==> config.mk <==
export PLATFORM = sky130hd
export DESIGN_NAME = timing_state_sequencer
export DESIGN_NICKNAME = d
export VERILOG_FILES = /design/src/rtl/timing_state_sequencer.sv
export SDC_FILE = /design/constraint.sdc
export NUM_CORES = 1
export LEC_CHECK = 0
export ABC_AREA = 0
export BUFFER_PORTS_ARGS = -buffer_cell sky130_fd_sc_hd__buf_2
export CAP_MARGIN = 15
export CORE_MARGIN = 2
export CORE_UTILIZATION = 48
export DETAILED_ROUTE_END_ITERATION = 6
export GPL_ROUTABILITY_DRIVEN = 0
export GPL_TIMING_DRIVEN = 0
export HOLD_SLACK_MARGIN = 0.1
export PLACE_DENSITY = 0.72
export SYNTH_ARGS = -nofsm -noshare
export SYNTH_HDL_FRONTEND = slang
export SYNTH_SLANG_ARGS = --single-unit
==> constraint.sdc <==
create_clock -name clock -period 1.9 [get_ports clock]
set_clock_uncertainty 0.1 [all_clocks]
set_input_delay 0.38 -clock clock [delete_from_list [all_inputs] [get_ports clock]]
set_output_delay 0.38 -clock clock [all_outputs]
set_load 0.05 [all_outputs]
==> src/rtl/timing_state_sequencer.sv <==
// T-state sequencer for a 6502-style core: one-hot T1..T6 timing, opcode-fetch
// strobes, and the interrupt/reset vector decision taken at each instruction boundary.
module timing_state_sequencer (
    input  logic       clock,
    input  logic       rst_n,
    input  logic       rdy,
    input  logic       rw,
    input  logic       end_instr,
    input  logic       irq_n,
    input  logic       nmi_n,
    input  logic       i_flag,
    output logic [5:0] t_state,
    output logic       sync,
    output logic       load_ir,
    output logic       force_brk,
    output logic [1:0] vec_sel,
    output logic       seq_err
);

    typedef enum logic [5:0] {
        T1 = 6'b000001,
        T2 = 6'b000010,
        T3 = 6'b000100,
        T4 = 6'b001000,
        T5 = 6'b010000,
        T6 = 6'b100000
    } t_state_e;

    localparam logic [1:0] VEC_NONE = 2'b00;
    localparam logic [1:0] VEC_IRQ  = 2'b01;
    localparam logic [1:0] VEC_NMI  = 2'b10;
    localparam logic [1:0] VEC_RST  = 2'b11;

    t_state_e   r_state;
    t_state_e   w_state_nxt;
    logic       w_adv;
    logic       w_leave_last;
    logic       w_t1_exit;
    logic       w_nmi_edge;
    logic [1:0] w_vec_dec;
    logic       r_rst_pend;
    logic       r_nmi_pend;
    logic       r_nmi_prev;
    logic       r_force_brk;
    logic [1:0] r_vec_sel;
    logic       r_seq_err;

    // Writes never wait for memory, so only a read cycle with rdy low stalls.
    assign w_adv        = rdy | ~rw;
    assign w_t1_exit    = w_adv & (r_state == T1);
    assign w_leave_last = w_adv & (r_state != T1) & (w_state_nxt == T1);
    assign w_nmi_edge   = r_nmi_prev & ~nmi_n;

    // Next T-state; end_instr is ignored in T1 so every instruction spans at least two cycles.
    always_comb begin
        w_state_nxt = r_state;
        if (w_adv) begin
            case (r_state)
                T1:      w_state_nxt = T2;
                T2:      w_state_nxt = end_instr ? T1 : T3;
                T3:      w_state_nxt = end_instr ? T1 : T4;
                T4:      w_state_nxt = end_instr ? T1 : T5;
                T5:      w_state_nxt = end_instr ? T1 : T6;
                T6:      w_state_nxt = T1;
                default: w_state_nxt = T1;
            endcase
        end else begin
            w_state_nxt = r_state;
        end
    end

    // Interrupt source priority evaluated at the instruction boundary.
    always_comb begin
        w_vec_dec = VEC_NONE;
        if (r_rst_pend) begin
            w_vec_dec = VEC_RST;
        end else if (r_nmi_pend) begin
            w_vec_dec = VEC_NMI;
        end else if (!irq_n && !i_flag) begin
            w_vec_dec = VEC_IRQ;
        end else begin
            w_vec_dec = VEC_NONE;
        end
    end

    // T-state register.
    always_ff @(posedge clock or negedge rst_n) begin
        if (!rst_n) begin
            r_state <= T1;
        end else begin
            r_state <= w_state_nxt;
        end
    end

    // NMI edge detector runs every cycle, stalled or not.
    always_ff @(posedge clock or negedge rst_n) begin
        if (!rst_n) begin
            r_nmi_prev <= 1'b1;
        end else begin
            r_nmi_prev <= nmi_n;
        end
    end

    // A new edge wins over the clear so a back-to-back NMI is never lost.
    always_ff @(posedge clock or negedge rst_n) begin
        if (!rst_n) begin
            r_nmi_pend <= 1'b0;
        end else if (w_nmi_edge) begin
            r_nmi_pend <= 1'b1;
        end else if (w_t1_exit && (r_vec_sel == VEC_NMI)) begin
            r_nmi_pend <= 1'b0;
        end else begin
            r_nmi_pend <= r_nmi_pend;
        end
    end

    // Reset pending until the reset BRK sequence has fetched its T1.
    always_ff @(posedge clock or negedge rst_n) begin
        if (!rst_n) begin
            r_rst_pend <= 1'b1;
        end else if (w_t1_exit && (r_vec_sel == VEC_RST)) begin
            r_rst_pend <= 1'b0;
        end else begin
            r_rst_pend <= r_rst_pend;
        end
    end

    // Forced-BRK and vector select latched at the boundary, held through T1.
    always_ff @(posedge clock or negedge rst_n) begin
        if (!rst_n) begin
            r_force_brk <= 1'b1;
            r_vec_sel   <= VEC_RST;
        end else if (w_leave_last) begin
            r_force_brk <= (w_vec_dec != VEC_NONE);
            r_vec_sel   <= w_vec_dec;
        end else if (w_t1_exit) begin
            r_force_brk <= 1'b0;
            r_vec_sel   <= VEC_NONE;
        end else begin
            r_force_brk <= r_force_brk;
            r_vec_sel   <= r_vec_sel;
        end
    end

    // Sticky sequencing error: decode ran off the end of T6.
    always_ff @(posedge clock or negedge rst_n) begin
        if (!rst_n) begin
            r_seq_err <= 1'b0;
        end else if (w_adv && (r_state == T6) && !end_instr) begin
            r_seq_err <= 1'b1;
        end else begin
            r_seq_err <= r_seq_err;
        end
    end

    assign t_state   = r_state;
    assign sync      = r_state[0];
    assign load_ir   = rst_n & w_t1_exit;
    assign force_brk = r_force_brk;
    assign vec_sel   = r_vec_sel;
    assign seq_err   = r_seq_err;

endmodule

[Word-level counts from Yosys, hierarchy flattened]
Cells that the tools add are included.
Storage, ports and cells
  bits in registers: 13
  bits of input ports: 8
  output and inout bits: 12
Operators by class
  eq/ne operators: 10
  multiplexer cells: 15
  bitwise gates (word level): 8
  reduce and logical (&&, ||, !) cells: 11
Operators by type and width (count)
  $pmux W6 S5: 1
  $eq A6 B1 Y1 const B: 2
  $mux W6: 2
  $mux W2: 4
  $eq A6 B2 Y1 const B: 1
  $eq A6 B3 Y1 const B: 1
  $eq A6 B4 Y1 const B: 1
  $eq A6 B5 Y1 const B: 1
  $eq A6 B6 Y1 const B: 1
  $ne A6 B1 Y1 const B: 1
  $reduce_bool A2 Y1: 3
  $and A1 B1 Y1: 5
  $logic_and A1 B1 Y1: 5
  $mux W1: 5
  $mux W5: 1
  $eq A2 B2 Y1 const B: 2
  $mux W4: 1
  $logic_not A1 Y1: 3
  $mux W3: 1
  $not A1 Y1: 2
  $or A1 B1 Y1: 1

[Logic depth before layout (Yosys ltp)]
Gate-level depths: netlist of run 1.
  depth in word-level cells: 7
  depth in mapped cells: 7

[Worst setup path after synthesis of run 1]
OpenSTA, ideal clock, no wires.
  kind: register to output
  start: register r_state[1], in the netlist t_state[1]
  end: output load_ir
  arrival time: 1.653 ns
  required time: 1.420 ns
  slack: -0.233 ns
  stages on the path, launching flop included: 6
  buffers on the path: 2
  path through: dfrtp_1 -> buf_6 -> nor2_1 -> and4b_1 -> buf_6 -> and3_1
On the way
  word-level cells in the longest chain between the ends: 3
RTL lines
  from (decl): line 34  | t_state_e r_state;
  from (signal assigned): line 91  | r_state <= w_state_nxt;
  $eq A6 B1 Y1: line 50  | assign w_t1_exit = w_adv & (r_state == T1);
  $and A1 B1 Y1: line 50
  $and A1 B1 Y1: line 158  | assign load_ir = rst_n & w_t1_exit;
  to (decl): line 14  | output logic load_ir,
No other way between the ends.

[Final worst setup path of run 1]
  start: register r_state[0], in the netlist t_state[0]
  end: output load_ir
The elaborated chain is that of the path after synthesis.

==> impl_metrics.toml, run 1 <==
[run_status]
status = "finished, final reports clean"

[grt]
gr-usage-all-layers_pct = 20.8
grt_pass1_vias = 604
grt-ovfl-total = 0
grt_first_pass_wirelength_mm = 2.72
antenna_found_initial = 0
grt_max_degree = 11

[worst_setup_path]
reg2reg_from = "t_state[2]"
worstPathCellList = "and4b_1 > and3_4 > buf_8"
path_delay_family = "flip-flops"
r2r-end = "vec_sel[0]"
cp_data_arrival_time_ns = 1.39
worstPathRequired_ns = 1.42
r2r_slack_ns = 0.16
crit_path_end_kind = "primary output"
reg2reg_depth = 6
critical_path_class = "reg2out"
slowest_stage = "dfstp_2"
crit_path_max_incr_delay_ns = 0.53
startpoint_type = "register"
worstPathMaxFanout = 2
path_buf_inv = 1

[synth]
synthXorXnorAreaFrac_pct = 1.30
postSynthAreaPerCell_um2 = 10.4
synth_fa_ha_area_share_pct = 0
synth-main-ff-cell = "dfrtp_1"
postSynth.asyncResetShare_pct = 100
ys_warn_count = 0
synth-compound-area-share_pct = 18.8
synth_nets = 73
synth_seq_area_share_pct = 49.4
ys_ff_latch = 13
syn_inst = 65
ys_top_cells_by_area = "dfrtp_1 (26%), dfstp_2 (23%), buf_6 (5.0%), nand2_1 (3.9%), o41ai_1 (3.9%)"
synth_top_area_share_pct = 26.0
synth.distinct_cells = 31
synthMuxAreaShare_pct = 0
yosys.area_share.simple_pct = 21.9
synth_top_family_by_area = "simple AND/OR/NAND/NOR gates"
synth_top_area_cell = "dfrtp_1"
synth_common_cells = "dfrtp_1 (7), nand2_1 (7), dfstp_2 (6)"
synth_edf_count = 0
syn_area_um2 = 673

[route]
drt_wl_total_mm = 1.60
drt_iter0_drc = 8
drc = 0
vias = 607
viasPerCell = 5.52
met3_length_um = 61
drtPass1Iterations = 4
drtAntennaViolNets = 0
dr.max_layer_used = "met4"
wl_per_cell_um = 14.5
drt-met1-wl_um = 707
wl_met2_um = 800

[sta]
tightest_slew_ns = 0.484
max-slew-margin-rel_pct = 67.7
final.setup.tns_ns = 0
period_share_pct = 98.2
slew_violations = 0
hold_viol = 0
setup_viol = 0
finalCriticalPeriod_ns = 1.87
max_freq_ghz = 0.536
rsz0062_at_grt = "yes"

[floorplanning]
initial_core_util_pct = 51.7
io-pin-count = 20
rows = 13
core_um2 = 1300
die_w_um = 41.5
die_area_um2 = 1720
die_h_um = 41.5

[clock_tree]
cts_made_buffers = 3
cts_tree = "yes"
clk_path_buf_depth = 2
path_clk_slew_ns = 0.08
cts_num_sinks = 13
cts_root_buffer = "clkbuf_4"
clk_latency_ns = 0.27
htreeDepth = 1

[run]
maxCapViolations = 0

[worst_hold_path]
min_to = "r_nmi_prev"
min_path_type = "in2reg"
hold_depth = 1
min_from = "nmi_n"

[layout]
final_nets = 104
num_antenna_cells = 0
syn_to_final_growth_pct = 32.5
drive_gt1_share_pct = 50.5

[place]
dp_hpwl_mm = 1.03
portBuffers = 19

[power_and_ir_drop]
p_per_area_nw_per_um2 = 1450
power_uw = 1290
ir_drop_v = 0.000740
p_leak_uw = 0.000410
-- layout make-up --
class	count	area [um^2]
plain buffers	2	12.5
inverters	3	11.3
flip-flops and latches	13	338
repair buffers	29	185
clock buffers	4	26.3
well taps	15	18.8
multi-input cells	44	300
fillers	119	409
-- registers in the layout (all words and copies together) (netlist names) --
name        count
t_state         6
vec_sel         2
force_brk       1
r_nmi_pend      1
r_nmi_prev      1
r_rst_pend      1
seq_err         1
-- worst max-delay path by stage --
stage               start  endpoint  slack, ns  depth (start not counted)
2_1_floorplan  t_state[1]   load_ir       0.05                          5
3_3_place_gp   t_state[1]   load_ir      0.004                          6
3_5_place_dp   t_state[1]   load_ir       0.01                          6
4_1_cts        t_state[3]   load_ir      -0.04                          5
5_1_grt        t_state[2]   load_ir     -0.005                          4
6_report       t_state[0]   load_ir       0.03                          3
-- layer usage --
| metal | up-vias | GRT usage [%] |
|---|---|---|
| li1 | 296 | - |
| met1 | 291 | 25.7 |
| met2 | 16 | 35.6 |
| met3 | 4 | 3.04 |
| met4 | 0 | 9.68 |
| met5 | - | 0 |
-- cell families after synthesis --
logic type                Yosys count
AOI/OAI and AO/OA                  18
xor gates and xnor gates            1
buffers and inverters               8
DFF                                13
and+or+nand+nor                    25
-- timing repair --
action,4_1_cts,5_1_grt
pin swaps,2,2
hold buffers,2,0
resized for setup,6,0
endpoints found under the setup margin,1,1
endpoints found under the hold margin,7,0
buffers inserted,7,1
-- where the power goes --
group          internal [uW]  switching [uW]  total [uW]  leakage [uW]
logic                    249             462         711      0.000246
clock network           81.2            84.7         166     0.0000150
registers                370            47.9         418      0.000149
-- stage by stage --
stage	hold WS [ns]	cells	utilization, %	cell area [um^2]	setup WS (ns)
6_report	0.117	110	68.6	892	0.0339
5_1_grt	0.112	110	68.6	892	-0.00548
4_1_cts	0.107	110	68.8	896	-0.0362
3_5_place_dp	0.188	99	61.3	797	0.0129
3_3_place_gp	0.184	99	61.3	797	0.00366
2_1_floorplan	-0.0156	65	-	683	0.0454
-- cells in the final DEF (no fill, tap or decap) --
| cell | instances |
|---|---|
| a21oi_1 | 1 |
| a21oi_2 | 1 |
| a31o_1 | 1 |
| a32o_1 | 2 |
| and3_4 | 1 |
| and4b_1 | 1 |
| buf_2 | 19 |
| buf_4 | 9 |
| buf_8 | 1 |
| clkbuf_1 | 1 |
| clkbuf_4 | 3 |
| dfrtp_1 | 3 |
| dfrtp_2 | 4 |
| dfstp_2 | 6 |
| dlygate4sd3_1 | 2 |
| inv_1 | 3 |
| nand2_1 | 7 |
| nand2b_1 | 1 |
| nand3_1 | 1 |
| nand3b_1 | 1 |
| nor2_1 | 4 |
| nor2_4 | 2 |
| nor2b_1 | 1 |
| nor3_1 | 1 |
| nor3b_1 | 1 |
| nor4_2 | 1 |
| nor4b_1 | 1 |
| nor4b_2 | 1 |
| o21a_1 | 2 |
| o21ai_0 | 4 |
| o21ai_1 | 3 |
| o31ai_1 | 1 |
| o41ai_1 | 3 |
| or3_1 | 1 |
| xor2_1 | 1 |
-- worst reg2reg max path: stages, from the launching register on --
cell and delay, ns:
dfrtp_2 0.43, buf_4 0.14, buf_4 0.14, nor4b_1 0.13
a21oi_1 0.17, a21oi_2 0.14, o41ai_1 0.38
No activity file was read; power rests on OpenSTA's default activity.
==> inputs of run 2 (changes only) <==
--- a/config.mk
+++ b/config.mk
@@ -15,6 +15,8 @@
 export GPL_TIMING_DRIVEN = 0
 export HOLD_SLACK_MARGIN = 0.1
 export PLACE_DENSITY = 0.72
+export REMOVE_ABC_BUFFERS = 1
+export SKIP_CTS_REPAIR_TIMING = 1
 export SYNTH_ARGS = -nofsm -noshare
 export SYNTH_HDL_FRONTEND = slang
 export SYNTH_SLANG_ARGS = --single-unit
==> run 2 against run 1 <==
  * The run now ends with setup timing left
  * Clock power is 5% higher
  * Register-to-register slack is essentially flat
  * Flip-flop and latch count unchanged
  * Die area unchanged
  * Worst setup slack worse by 0.14 ns
  * Power up 1.5%
  * Non-clock buffer count up 2
  * Critical path type unchanged
==> impl_metrics.toml, run 2 (synthesis results as in run 1) <==
[run_status]
status = "finished, violations left"
violations = "setup timing"

[clock_tree]
cts_root_buffer = "clkbuf_4"
path_clk_slew_ns = 0.08
clk_path_buf_depth = 2
htreeDepth = 1
cts_made_buffers = 3
cts_tree = "yes"
clk_latency_ns = 0.28
cts_num_sinks = 13

[sta]
period_share_pct = 105
hold_viol = 0
rsz0062_at_grt = "yes"
max-slew-margin-rel_pct = 37.0
final.setup.tns_ns = -0.101
finalCriticalPeriod_ns = 2.00
max_freq_ghz = 0.500
slew_violations = 0
worst_slack_ns = -0.101
tightest_slew_ns = 0.942
setup_viol = 1

[grt]
gr-usage-all-layers_pct = 17.4
grt_max_degree = 15
grt-ovfl-total = 0
grt_pass1_vias = 520
antenna_found_initial = 0
grt_first_pass_wirelength_mm = 2.30

[run]
maxCapViolations = 0

[route]
drtPass1Iterations = 4
drtAntennaViolNets = 0
vias = 628
drt_iter0_drc = 10
drt_wl_total_mm = 1.68
wl_per_cell_um = 15.0
drc = 0
viasPerCell = 5.61

[worst_hold_path]
min_from = "nmi_n"
hold_depth = 1
min_path_type = "in2reg"
min_to = "r_nmi_prev"

[power_and_ir_drop]
pwr-share-comb_pct = 53.6
clkPwrFrac_pct = 13.3
p_int_uw = 705
seqPwrFrac_pct = 33.1
p_switching_uw = 609
ir_drop_v = 0.000974
power.share.switching_pct = 46.4
p_per_area_nw_per_um2 = 1450
power_uw = 1310
p_leak_uw = 0.000420

[layout]
syn_to_final_growth_pct = 34.6
drive_gt1_share_pct = 52.6
largest_register_ffs = 6
final_common_cell = "buf_2"
fillers = 110
layout_common_cells = "buf_2 (18), buf_4 (12), nand2_1 (7)"
final_nets = 106
fin_util_pct = 69.6
num_antenna_cells = 0
instances_no_fill = 112

[place]
dp_slack_ns = -0.0210
placed_cells = 94
dp_hpwl_um = 966
portBuffers = 19

[worst_setup_path]
cp_data_arrival_time_ns = 1.52
reg2reg_depth = 6
r2r_slack_ns = 0.17
startpoint_type = "register"
crit_path_start = "t_state[3]"
critical_path_class = "reg2out"
reg2reg_from = "t_state[1]"
worstPathMaxFanout = 5
crit_path_end_kind = "primary output"
worstPathRequired_ns = 1.42
r2r-end = "vec_sel[0]"

[floorplanning]
die_area_um2 = 1720
die_h_um = 41.5
initial_core_util_pct = 51.7
core_um2 = 1300
die_w_um = 41.5
io-pin-count = 20
rows = 13
## run 2: cell types whose count changed in the layout (fill, tap and decap cells not counted)
cell,change
nor2_2,+1
buf_2,-1
buf_4,+3
nor2_4,-1
and4b_1,-1
and4b_2,+1
## run 2: critical path, stage by stage (launching register included)
cell and delay, ns:
dfrtp_2 0.45, nor2_4 0.14, and4b_2 0.31, and3_4 0.21, buf_8 0.14
## run 2: per-stage QoR
| stage | cell area (um^2) | hold slack, ns |
|---|---|---|
| 3_3_place_gp | 741 | 0.185 |
| 4_1_cts | 767 | -0.109 |
| 2_1_floorplan | 627 | -0.0156 |
| 6_report | 906 | 0.106 |
| 3_5_place_dp | 741 | 0.187 |
| 5_1_grt | 906 | 0.107 |
## run 2: power by group through the flow
stage / clock (uW) / combinational [uW] / sequential [uW]
finish: 174 / 704 / 435
global route: 187 / 739 / 445
CTS: 176 / 549 / 440
detailed placement: 0 / 549 / 443
global placement: 0 / 540 / 441
floorplan: 0 / 207 / 659
## run 2: worst max-delay path by stage
stage	slack, ns	endpoint	cells past startpoint
finish	-0.10	load_ir	4
global route	-0.14	load_ir	4
CTS	-0.33	load_ir	4
detailed placement	-0.02	load_ir	4
global placement	0.01	load_ir	4
floorplan	-0.30	load_ir	2
## run 2: layout make-up
class                   instances  area (um^2)  share of cell area, %
inverters                       3         11.3                   1.24
repair buffers                 33          215                   23.8
well taps                      15         18.8                   2.07
flip-flops and latches         13          338                   37.3
multi-input cells              44          297                   32.7
clock buffers                   4         26.3                   2.90
## run 2: metal layers
metal / GRT usage [%] / wire [um]
met3: 2.61 / 88
met1: 22.5 / 671
met4: 7.74 / 24
met5: 0 / 0
met2: 28.7 / 891
==> inputs of run 3 (changes only) <==
--- a/config.mk
+++ b/config.mk
@@ -8,13 +8,13 @@
 export ABC_AREA = 0
 export BUFFER_PORTS_ARGS = -buffer_cell sky130_fd_sc_hd__buf_2
 export CAP_MARGIN = 15
-export CORE_MARGIN = 2
-export CORE_UTILIZATION = 48
+export CORE_AREA = 2 2 39 41
 export DETAILED_ROUTE_END_ITERATION = 6
+export DIE_AREA = 0 0 41 43
 export GPL_ROUTABILITY_DRIVEN = 0
 export GPL_TIMING_DRIVEN = 0
 export HOLD_SLACK_MARGIN = 0.1
-export PLACE_DENSITY = 0.72
+export PLACE_DENSITY = 0.75
 export REMOVE_ABC_BUFFERS = 1
 export SKIP_CTS_REPAIR_TIMING = 1
 export SYNTH_ARGS = -nofsm -noshare
==> constraint.sdc (replaced) <==
create_clock -name clock -period 2.47 [get_ports clock]
set_clock_uncertainty 0.1 [all_clocks]
set_input_delay 0.494 -clock clock [delete_from_list [all_inputs] [get_ports clock]]
set_output_delay 0.494 -clock clock [all_outputs]
set_load 0.05 [all_outputs]
==> run 3 against run 2 <==
  * The run now ends clean
  * Worst setup slack better by 0.26 ns
  * Clock power is 29% lower
  * Via count is 14% lower
  * Global-route usage is 0.48 points higher
  * Worst hold slack better by 0.068 ns
  * Flip-flop and latch count stayed put
  * Combinational power is 40% lower
  * Sequential share of layout area is 5.5 points higher
  * Die area is 2.6% higher
==> impl_metrics.toml, run 3 (synthesis results as in run 1) <==
[route]
drtAntennaViolNets = 0
viasPerCell = 5.43
wl_per_cell_um = 13.4
drt_wl_total_mm = 1.34
drt_iter0_drc = 10
vias = 543
drc = 0
drtPass1Iterations = 4

[run]
maxCapViolations = 0

[power_and_ir_drop]
ir_drop_v = 0.000889
p_per_area_nw_per_um2 = 1140
p_leak_uw = 0.000356
power_uw = 884

[clock_tree]
cts_num_sinks = 13
clk_latency_ns = 0.26
cts_root_buffer = "clkbuf_4"
clk_path_buf_depth = 2
path_clk_slew_ns = 0.07
htreeDepth = 1
cts_tree = "yes"
cts_made_buffers = 3

[floorplanning]
die_w_um = 41
die_h_um = 43
io-pin-count = 20
initial_core_util_pct = 48.6
die_area_um2 = 1760
rows = 14
core_um2 = 1380

[place]
placed_cells = 95
dp_hpwl_um = 924
dpl_cell_area_um2 = 742
portBuffers = 19

[worst_setup_path]
worstPathRequired_ns = 1.88
startpoint_type = "register"
crit_path_end_kind = "primary output"
cp_data_arrival_time_ns = 1.72
worstPathMaxFanout = 9
critical_path_class = "reg2out"

[sta]
period_share_pct = 93.6
rsz0062_at_grt = "no"
hold_viol = 0
max-slew-margin-rel_pct = 38.2
final.setup.tns_ns = 0
finalCriticalPeriod_ns = 2.31
setup_viol = 0
max_freq_ghz = 0.433
tightest_slew_ns = 0.925
slew_violations = 0

[grt]
grtUsageMet3_pct = 3.14
gr-usage-all-layers_pct = 17.9
antenna_found_initial = 0
busiest_layer = "met2"
grtUsageMet2_pct = 28.1
grt_util_met1_pct = 21.9
grt_pass1_vias = 501
grt_max_degree = 15
grt-ovfl-total = 0
grt_first_pass_wirelength_mm = 2.12

[layout]
final_nets = 93
fin_util_pct = 56.2
instances_no_fill = 100
fillers = 129
stdcell_area_um2 = 778
num_antenna_cells = 0
syn_to_final_growth_pct = 15.6
final_common_cell = "buf_2"
final-seq-area_um2 = 333
largest_register_ffs = 6
layout_common_cells = "buf_2 (19), nand2_1 (7), dfrtp_1 (7)"
multi_input_area_um2 = 283
drive_gt1_share_pct = 38.1

[run_status]
status = "finished, final reports clean"

[worst_hold_path]
min_path_type = "in2async"
-- run 3: through the flow --
step | setup slack, ns | hold slack, ns
5_1_grt | 0.0341 | 0.181
2_1_floorplan | 0.155 | 0.0984
3_3_place_gp | 0.461 | 0.297
6_report | 0.159 | 0.174
4_1_cts | 0.154 | 0.00546
3_5_place_dp | 0.465 | 0.300
-- run 3: worst paths after layout --
kind | from | end | slack [ns] | cells after the start
hold reg to reg | seq_err | seq_err | 0.37 | 1
hold / removal | rst_n | t_state[0] | 0.17 | 1
max in group asynchronous | rst_n | t_state[4] | 1.31 | 2
min in group clock | nmi_n | r_nmi_prev | 0.23 | 1
setup / recovery | t_state[1] | load_ir | 0.16 | 4
setup reg to reg | t_state[1] | vec_sel[0] | 0.80 | 5
-- run 3: critical path, cell delays in order (launching register included) --
cell and delay [ns]:
dfrtp_1 0.48, nor2_1 0.17, and4b_1 0.36, and3_1 0.19
buf_2 0.25
-- run 3: cell type report --
cell class,count,share of cell area [%]
sequential,13,42.8
multi-input combinational,44,36.3
timing repair buffer,20,13.5
clock buffer,4,3.38
tap,16,2.57
inverter,3,1.45
-- run 3: per-layer routing --
| metal | part of all wire [%] | vias to the layer above | wire length (um) |
|---|---|---|---|
| li1 | - | 272 | - |
| met1 | 48 | 248 | 639 |
| met2 | 44 | 21 | 595 |
| met3 | 6.8 | 2 | 91 |
| met4 | 0.90 | 0 | 12 |
| met5 | 0 | - | 0 |
-- run 3: report_power, final --
group	internal (uW)	switching, uW
Clock	62.4	61.2
Combinational	115	305
Sequential	283	57.6
Total	460	424
